<file path="config.mk">
export PLATFORM = sky130hd
export DESIGN_NAME = expr_eval_flat
export DESIGN_NICKNAME = d
export VERILOG_FILES = /design/src/rtl/expr_eval_if.sv /design/src/rtl/expr_eval.sv /design/src/flat_wrapper.sv
export SDC_FILE = /design/constraint.sdc
export NUM_CORES = 1
export LEC_CHECK = 0
export ABC_AREA = 1
export CORE_UTILIZATION = 50
export DETAILED_ROUTE_END_ITERATION = 10
export PLACE_DENSITY = 0.72
export SETUP_SLACK_MARGIN = 0.3
export SYNTH_ARGS = -nofsm -noshare
export SYNTH_HDL_FRONTEND = slang
export SYNTH_SLANG_ARGS = --single-unit
</file>
<file path="constraint.sdc">
create_clock -name clk -period 3.5 [get_ports clk]
set_clock_uncertainty 0.05 [all_clocks]
set_input_delay 0.875 -clock clk [delete_from_list [all_inputs] [get_ports clk]]
set_output_delay 0.875 -clock clk [all_outputs]
set_load 0.02 [all_outputs]
</file>
<file path="src/rtl/expr_eval_if.sv">
// Character-in / result-out bundle for the expression evaluator.
// The evaluator takes the slave side; the character source takes the master side.
interface expr_eval_if #(
  parameter int WIDTH = 16
);
  logic [7:0]       in;
  logic             in_valid;
  logic [WIDTH-1:0] result;
  logic             result_valid;
  logic             err;
  logic             busy;
  logic             ovf;

  modport master (
    output in, in_valid,
    input  result, result_valid, err, busy, ovf
  );

  modport slave (
    input  in, in_valid,
    output result, result_valid, err, busy, ovf
  );
endinterface

</file>
<file path="src/rtl/expr_eval.sv">
// Streaming evaluator for "digit (op digit)* =" with '*' binding tighter than '+'.
// Define EXPR_EVAL_OVF_EN to build the sticky wrap detector that drives ovf.
module expr_eval #(
  parameter int WIDTH = 16
) (
  input  logic        clk,
  input  logic        clr_n,
  expr_eval_if.slave  bus
);
  localparam logic [2:0] IDLE = 3'd0;
  localparam logic [2:0] NUM  = 3'd1;
  localparam logic [2:0] ADD  = 3'd2;
  localparam logic [2:0] MUL  = 3'd3;
  localparam logic [2:0] ERR  = 3'd4;

  logic [2:0]       state_q, state_d;
  logic [WIDTH-1:0] sum_q, sum_d;
  logic [WIDTH-1:0] term_q, term_d;
  logic [WIDTH-1:0] result_q, result_d;
  logic             result_valid_q, result_valid_d;
  logic             err_q, err_d;
  logic             busy_q, busy_d;

  logic             is_digit, is_eq, is_plus, is_star;
  logic [WIDTH-1:0] digit;
  logic             emit, emit_err;

  // For '0'..'9' the low nibble is already the operand value.
  assign is_digit = (bus.in >= 8'h30) && (bus.in <= 8'h39);
  assign is_eq    = (bus.in == 8'h3d);
  assign is_plus  = (bus.in == 8'h2b);
  assign is_star  = (bus.in == 8'h2a);
  assign digit    = WIDTH'(bus.in[3:0]);

  always_comb begin
    state_d        = state_q;
    sum_d          = sum_q;
    term_d         = term_q;
    result_d       = result_q;
    err_d          = err_q;
    result_valid_d = 1'b0;
    emit           = 1'b0;
    emit_err       = 1'b1;
    if (bus.in_valid) begin
      case (state_q)
        IDLE: begin
          if (is_digit) begin
            state_d = NUM;
            sum_d   = '0;
            term_d  = digit;
          end else if (is_eq) emit = 1'b1;
          else state_d = ERR;
        end
        NUM: begin
          if (is_plus)      state_d = ADD;
          else if (is_star) state_d = MUL;
          else if (is_eq) begin
            emit     = 1'b1;
            emit_err = 1'b0;
          end else state_d = ERR;
        end
        ADD: begin
          if (is_digit) begin
            state_d = NUM;
            sum_d   = sum_q + term_q;
            term_d  = digit;
          end else if (is_eq) emit = 1'b1;
          else state_d = ERR;
        end
        MUL: begin
          if (is_digit) begin
            state_d = NUM;
            term_d  = term_q * digit;
          end else if (is_eq) emit = 1'b1;
          else state_d = ERR;
        end
        ERR: begin
          if (is_eq) emit = 1'b1;
        end
        default: state_d = IDLE;
      endcase
    end
    if (emit) begin
      state_d        = IDLE;
      sum_d          = '0;
      term_d         = '0;
      result_valid_d = 1'b1;
      err_d          = emit_err;
      result_d       = emit_err ? '0 : sum_q + term_q;
    end
    busy_d = (state_d != IDLE);
  end

  always_ff @(posedge clk or negedge clr_n) begin
    if (!clr_n) begin
      state_q        <= IDLE;
      sum_q          <= '0;
      term_q         <= '0;
      result_q       <= '0;
      result_valid_q <= 1'b0;
      err_q          <= 1'b0;
      busy_q         <= 1'b0;
    end else begin
      state_q        <= state_d;
      sum_q          <= sum_d;
      term_q         <= term_d;
      result_q       <= result_d;
      result_valid_q <= result_valid_d;
      err_q          <= err_d;
      busy_q         <= busy_d;
    end
  end

  assign bus.result       = result_q;
  assign bus.result_valid = result_valid_q;
  assign bus.err          = err_q;
  assign bus.busy         = busy_q;

`ifdef EXPR_EVAL_OVF_EN
  logic               sticky_q, sticky_d;
  logic               ovf_q, ovf_d;
  logic [WIDTH:0]     add_wide;
  logic [2*WIDTH-1:0] mul_wide;
  logic               add_step, mul_step;

  // Wide copies of the datapath steps; anything above the result width is a wrap.
  assign add_wide = {1'b0, sum_q} + {1'b0, term_q};
  assign mul_wide = {{WIDTH{1'b0}}, term_q} * {{WIDTH{1'b0}}, digit};
  assign add_step = bus.in_valid && (state_q == ADD) && is_digit;
  assign mul_step = bus.in_valid && (state_q == MUL) && is_digit;

  always_comb begin
    sticky_d = sticky_q;
    ovf_d    = ovf_q;
    if (add_step && (add_wide > {1'b0, {WIDTH{1'b1}}}))
      sticky_d = 1'b1;
    if (mul_step && (mul_wide > {{WIDTH{1'b0}}, {WIDTH{1'b1}}}))
      sticky_d = 1'b1;
    if (emit) begin
      sticky_d = 1'b0;
      ovf_d    = !emit_err && (sticky_q || (add_wide > {1'b0, {WIDTH{1'b1}}}));
    end
  end

  always_ff @(posedge clk or negedge clr_n) begin
    if (!clr_n) begin
      sticky_q <= 1'b0;
      ovf_q    <= 1'b0;
    end else begin
      sticky_q <= sticky_d;
      ovf_q    <= ovf_d;
    end
  end

  assign bus.ovf = ovf_q;
`else
  assign bus.ovf = 1'b0;
`endif
endmodule

</file>
<file path="src/flat_wrapper.sv">
// flat-port wrapper written by rule: the top's interface ports become plain ports
module expr_eval_flat 
#(
  parameter int WIDTH = 16
)
  (clk, clr_n, bus_in, bus_in_valid, bus_result, bus_result_valid, bus_err, bus_busy, bus_ovf);
  expr_eval_if #(.WIDTH(WIDTH)) bus_i ();
  input  logic clk;
  input  logic clr_n;
  input wire logic [$bits(bus_i.in)-1:0] bus_in;
  input wire logic [$bits(bus_i.in_valid)-1:0] bus_in_valid;
  output wire logic [$bits(bus_i.result)-1:0] bus_result;
  output wire logic [$bits(bus_i.result_valid)-1:0] bus_result_valid;
  output wire logic [$bits(bus_i.err)-1:0] bus_err;
  output wire logic [$bits(bus_i.busy)-1:0] bus_busy;
  output wire logic [$bits(bus_i.ovf)-1:0] bus_ovf;
  assign bus_i.in = bus_in;
  assign bus_i.in_valid = bus_in_valid;
  assign bus_result = bus_i.result;
  assign bus_result_valid = bus_i.result_valid;
  assign bus_err = bus_i.err;
  assign bus_busy = bus_i.busy;
  assign bus_ovf = bus_i.ovf;
  expr_eval #(.WIDTH(WIDTH)) u_core (.clk(clk), .clr_n(clr_n), .bus(bus_i));
endmodule
</file>
==> After elaboration in Yosys (flattened, before gate mapping) <==
Cells that the tools add are included.
{ "op_classes": {"n_addsub": 1, "multipliers": 1, "n_lt_le_gt_ge": 2, "n_eq_ne": 11, "mux": 30, "reduce_logical": 10} }
{ "ops": {"columns": ["operator", "n"], "rows": [
  ["$mux 16", 9],
  ["$pmux 16 s2", 2],
  ["$eq 8x6->1 const B", 3],
  ["$mux 3", 6],
  ["$add 16x16->16", 1],
  ["$mul 16x4->16", 1],
  ["$ne 3x1->1 const B", 4],
  ["$mux 1", 11],
  ["$pmux 3 s3", 1],
  ["$reduce_bool 3->1", 3],
  ["$ge 8x6->1 const B", 1],
  ["$le 8x6->1 const B", 1],
  ["$reduce_and 4->1", 2],
  ["$eq 3x2->1 const B", 2],
  ["$eq 3x1->1 const B", 1],
  ["$eq 3x3->1 const B", 1],
  ["$logic_not 3->1", 1],
  ["$pmux 1 s3", 1],
  ["$reduce_or 3->1", 1],
  ["$reduce_bool 2->1", 1],
  ["$reduce_or 2->1", 1],
  ["$logic_and 1x1->1", 1]
]} }
{ "word_totals": {"register_bits": 54, "input_bits": 11, "out_inout_bits": 20, "elab_cells": 62} }

==> Longest topological paths before layout <==
{ "depth": {"ltp_word": 8, "depth_mapped": 19} }

==> Worst setup path before layout <==
OpenSTA, ideal clock, no wires.
{ "synth_path": {"path_kind": "input to register", "start": "input bus_in[3]", "end": "register u_core.term_q[15]", "setup_ns": 0.117, "t_arrival_ns": 3.566, "t_required_ns": 3.333, "slack_ns": -0.233, "stages": 17, "cell_sequence": "buf_4 -> clkbuf_1 -> nand2_1 -> inv_1 -> fa_1 -> inv_1 -> fa_1 -> inv_1 -> ha_1 -> nand2_1 -> nand3_1 -> a21oi_1 -> o21ai_0 -> inv_1 -> nand2_1 -> nand3_1 -> nand2_1"} }
{ "synth_via": {"elab_chain_len": 8, "elab_cells_between_ends": 22, "cone_classes": "mul (1); order compare (2); eq/ne (5); mux (10); reduce/logical (4)"} }
{ "synth_lines": {"columns": ["item", "line_no", "text"], "rows": [
  ["start: declaration", "flat_wrapper.sv:10", "input wire logic [$bits(bus_i.in)-1:0] bus_in;"],
  ["parallel branches: the longest is 8 deep, another holds $mul 16x4->16", null, null],
  ["end signal: assignment", "expr_eval.sv:106", "term_q <= term_d;"],
  ["end: declaration", "expr_eval.sv:18", "logic [WIDTH-1:0] term_q, term_d;"]
]} }
Several ways; the timed one is not identified. The select of a mux whose other input is x is not followed.
A chain may end at the register's enable or synchronous reset.

==> Worst setup path after layout <==
{ "layout_path": {"start": "input bus_in[1]", "end": "register u_core.term_q[11]"} }
The elaborated chain is that of the path after synthesis.

==> impl_results.md <==
- Routed vias: 4645
- Die footprint: 10300 um2
- Num ports: 31
- TritonCTS clock tree: done
- Largest net degree at the start of global routing: 55
- Synth warn: 0
- Yosys top cell area share: 27.4%
- Via-per-instance ratio: 5.27
- WP data required: 3.67 ns
- Setup crit end kind: flop
- Hold_ws: 0.446 ns
- Starting density of the core: 52.4%
- Initial antenna violation count: 0
- Layout cell share with drive strength beyond 1: 24.2%
- Leakage: 0.00343 uW
- # Max-Cap Violations: 0
- Wire per inst: 15.9 um
- Drt first pass iters: 5
- GRT overflow: 0
- Syn nets: 763
- Post-synth top cells: nand2_1 (225), inv_1 (125), dfrtp_1 (54)
- Tmin final: 3.33 ns
- Crit path kind: in2reg
- Crit path max fanout: 8
- FP Rows: 35
- Fin crit share: 95.3%
- Slew of the pin with the lowest slew margin: 0.711 ns
- Status: complete, no violations
- Die Height: 101 um
- Starting DRC count in detailed routing: 234
- Final slew viol count: 0
- Nets: 820
- Syn_area_per_cell: 7.09 um2
- RSZ-0062 raised after global routing: true
- H-Tree Depth: 2
- Peak supply drop: 0.000280 V
- Fin cells: 882
- Endpoints failing setup: 0
- Synth area leaders: dfrtp_1 (27%), nand2_1 (17%), fa_1 (11%)
- Core area: 9420 um2
- Fmax: 300 MHz
- GP Congestion: 0.915
- Post-synth EDFFs: 0
- DRC: 0
- Sequential area share after synthesis: 27.4%
- Post-CTS Hold Fix Bufs: 0
- Tot GR Track Use: 29.0%
- Synth cell types: 41
- R2R Setup Slk: 0.40 ns
- Routed Antenna Nets: 0
- Post-DP HPWL: 9.58 mm
- Most used flip-flop cell after synthesis: dfrtp_1
- Netlist Area Pre-Place: 4930 um2
- Filler instances: 791
- Pwr dens: 365 nW/um2
- Synthesized netlist cell count: 695
- Top-count cell post-synth: nand2_1
- Worst Hold Class: reg2reg
- Vias in the first global route: 4844
- Placed insts: 864
- Ant. Diodes: 0
- Total wire length: 14.0 mm
- Slew margin rel.: 52.6%
- Area Overhead vs Synth: 28.7%
- Skew-Pair Late Insertion Delay: 0.32 ns
- Asr flop ratio synth: 100%
- Crit path DAT: 3.51 ns
- Clock sink total: 54
- Yosys reg bits: 54
- CTS clk-pin slew, worst paths: 0.11 ns
- First-pass GRT wire length: 23.1 mm
- Synth area leader: dfrtp_1
- Startpoint types: input port
- Total CTS buffers: 5
- Final Hold Fails: 0
- Die X: 101 um
- Port bufs: 29
- Root buf cell: clkbuf_8
- Maximum buffer depth of the clock tree: 2
-- logic make-up after synthesis --
logic type | Yosys count | synth area share (%)
and+or+nand+nor | 334 | 29.0
buffers and inverters | 149 | 12.2
AOI/OAI and AO/OA | 82 | 9.72
adders and majority gates | 57 | 18.4
DFF | 54 | 27.4
xor gates and xnor gates | 18 | 3.20
other | 1 | 0.0761
-- cells in the final DEF, fill, tap and decap left out, types with 3 or more instances in the layout --
cell,count
inv_1,98
nand3_2,8
a21oi_1,17
inv_2,34
nand2_4,13
a21o_1,4
buf_12,6
ha_1,19
a21oi_2,4
o21ai_2,11
a21oi_4,6
nor2_1,26
nand2_1,204
o21bai_1,4
xor2_1,7
o21ai_1,12
o21ai_0,14
xnor2_1,7
buf_4,24
inv_4,4
nor2_2,6
a31oi_1,3
fa_1,25
ha_4,12
clkdlybuf4s50_1,25
nand2_2,13
nor2_4,8
buf_16,3
buf_6,3
nand4_1,9
nand3_1,33
clkbuf_8,6
dfrtp_1,54
-- critical path: stages --
cell and delay (ns):
buf_12 0.11, buf_12 0.14, nand2_4 0.05, inv_2 0.04
fa_1 0.55, inv_1 0.06, fa_1 0.51, inv_2 0.05
ha_4 0.33, nand2_4 0.08, nor2_4 0.19, buf_4 0.15
o21ai_2 0.08, nand3_2 0.10, nand2_1 0.06, nand2_1 0.06
o21ai_1 0.06
-- registers in the layout, summed over array words and instances (netlist names) --
signal	count
u_core.sum_q	16
u_core.bus.result	16
u_core.bus.result_valid	1
u_core.bus.err	1
u_core.bus.busy	1
u_core.term_q	16
u_core.state_q	3
-- through the flow --
step | TNS [ns] | area (um2) | power (uW) | utilization (%) | setup WS (ns)
2_1_floorplan | 0 | 5160 | 1430 | - | 0.111
3_3_place_gp | -4.08 | 5720 | 1650 | 60.7 | -0.447
3_5_place_dp | -4.89 | 5720 | 1700 | 60.7 | -0.539
4_1_cts | 0 | 6160 | 2230 | 65.4 | 0.271
5_1_grt | 0 | 6350 | 2460 | 67.4 | 0.0565
6_report | 0 | 6350 | 2310 | 67.4 | 0.166
-- final timing paths --
| path | depth (start not counted) | start | end |
|---|---|---|---|
| max in group asynchronous | 2 | clr_n | u_core.state_q[2] |
| setup / recovery | 17 | bus_in[1] | u_core.term_q[11] |
| setup reg to reg | 15 | u_core.term_q[6] | u_core.term_q[11] |
| hold / removal | 2 | u_core.sum_q[12] | u_core.sum_q[12] |
| hold reg to reg | 2 | u_core.sum_q[12] | u_core.sum_q[12] |
| min in group asynchronous | 2 | clr_n | u_core.bus.result[13] |
-- per-layer routing --
layer,GRT usage (%),part of all wire (%),up-vias
li1,-,-,2264
met1,37.5,43,2185
met2,50.3,49,156
met3,3.45,4.8,40
met4,10.6,3.2,0
met5,0,0,-
-- cell type report --
class                           count  area [um2]  area share, %
Multi-Input combinational cell    492        3520           55.5
Sequential cell                    54        1350           21.3
Timing Repair Buffer               63         687           10.8
Inverter                          136         520           8.20
Tap cell                          129         161           2.54
Clock buffer                        6        82.6           1.30
Clock inverter                      2        20.0          0.315
-- repair_timing --
action	CTS	global route
setup buffers	4	3
pin swaps	49	46
gates cloned	3	0
endpoints found under the setup margin	13	11
gates resized for setup	77	48
-- power breakdown --
| group | internal (uW) | switching [uW] |
|---|---|---|
| clock network | 169 | 235 |
| registers | 681 | 95.5 |
| logic | 482 | 651 |
No activity file was read; power rests on OpenSTA's default activity.
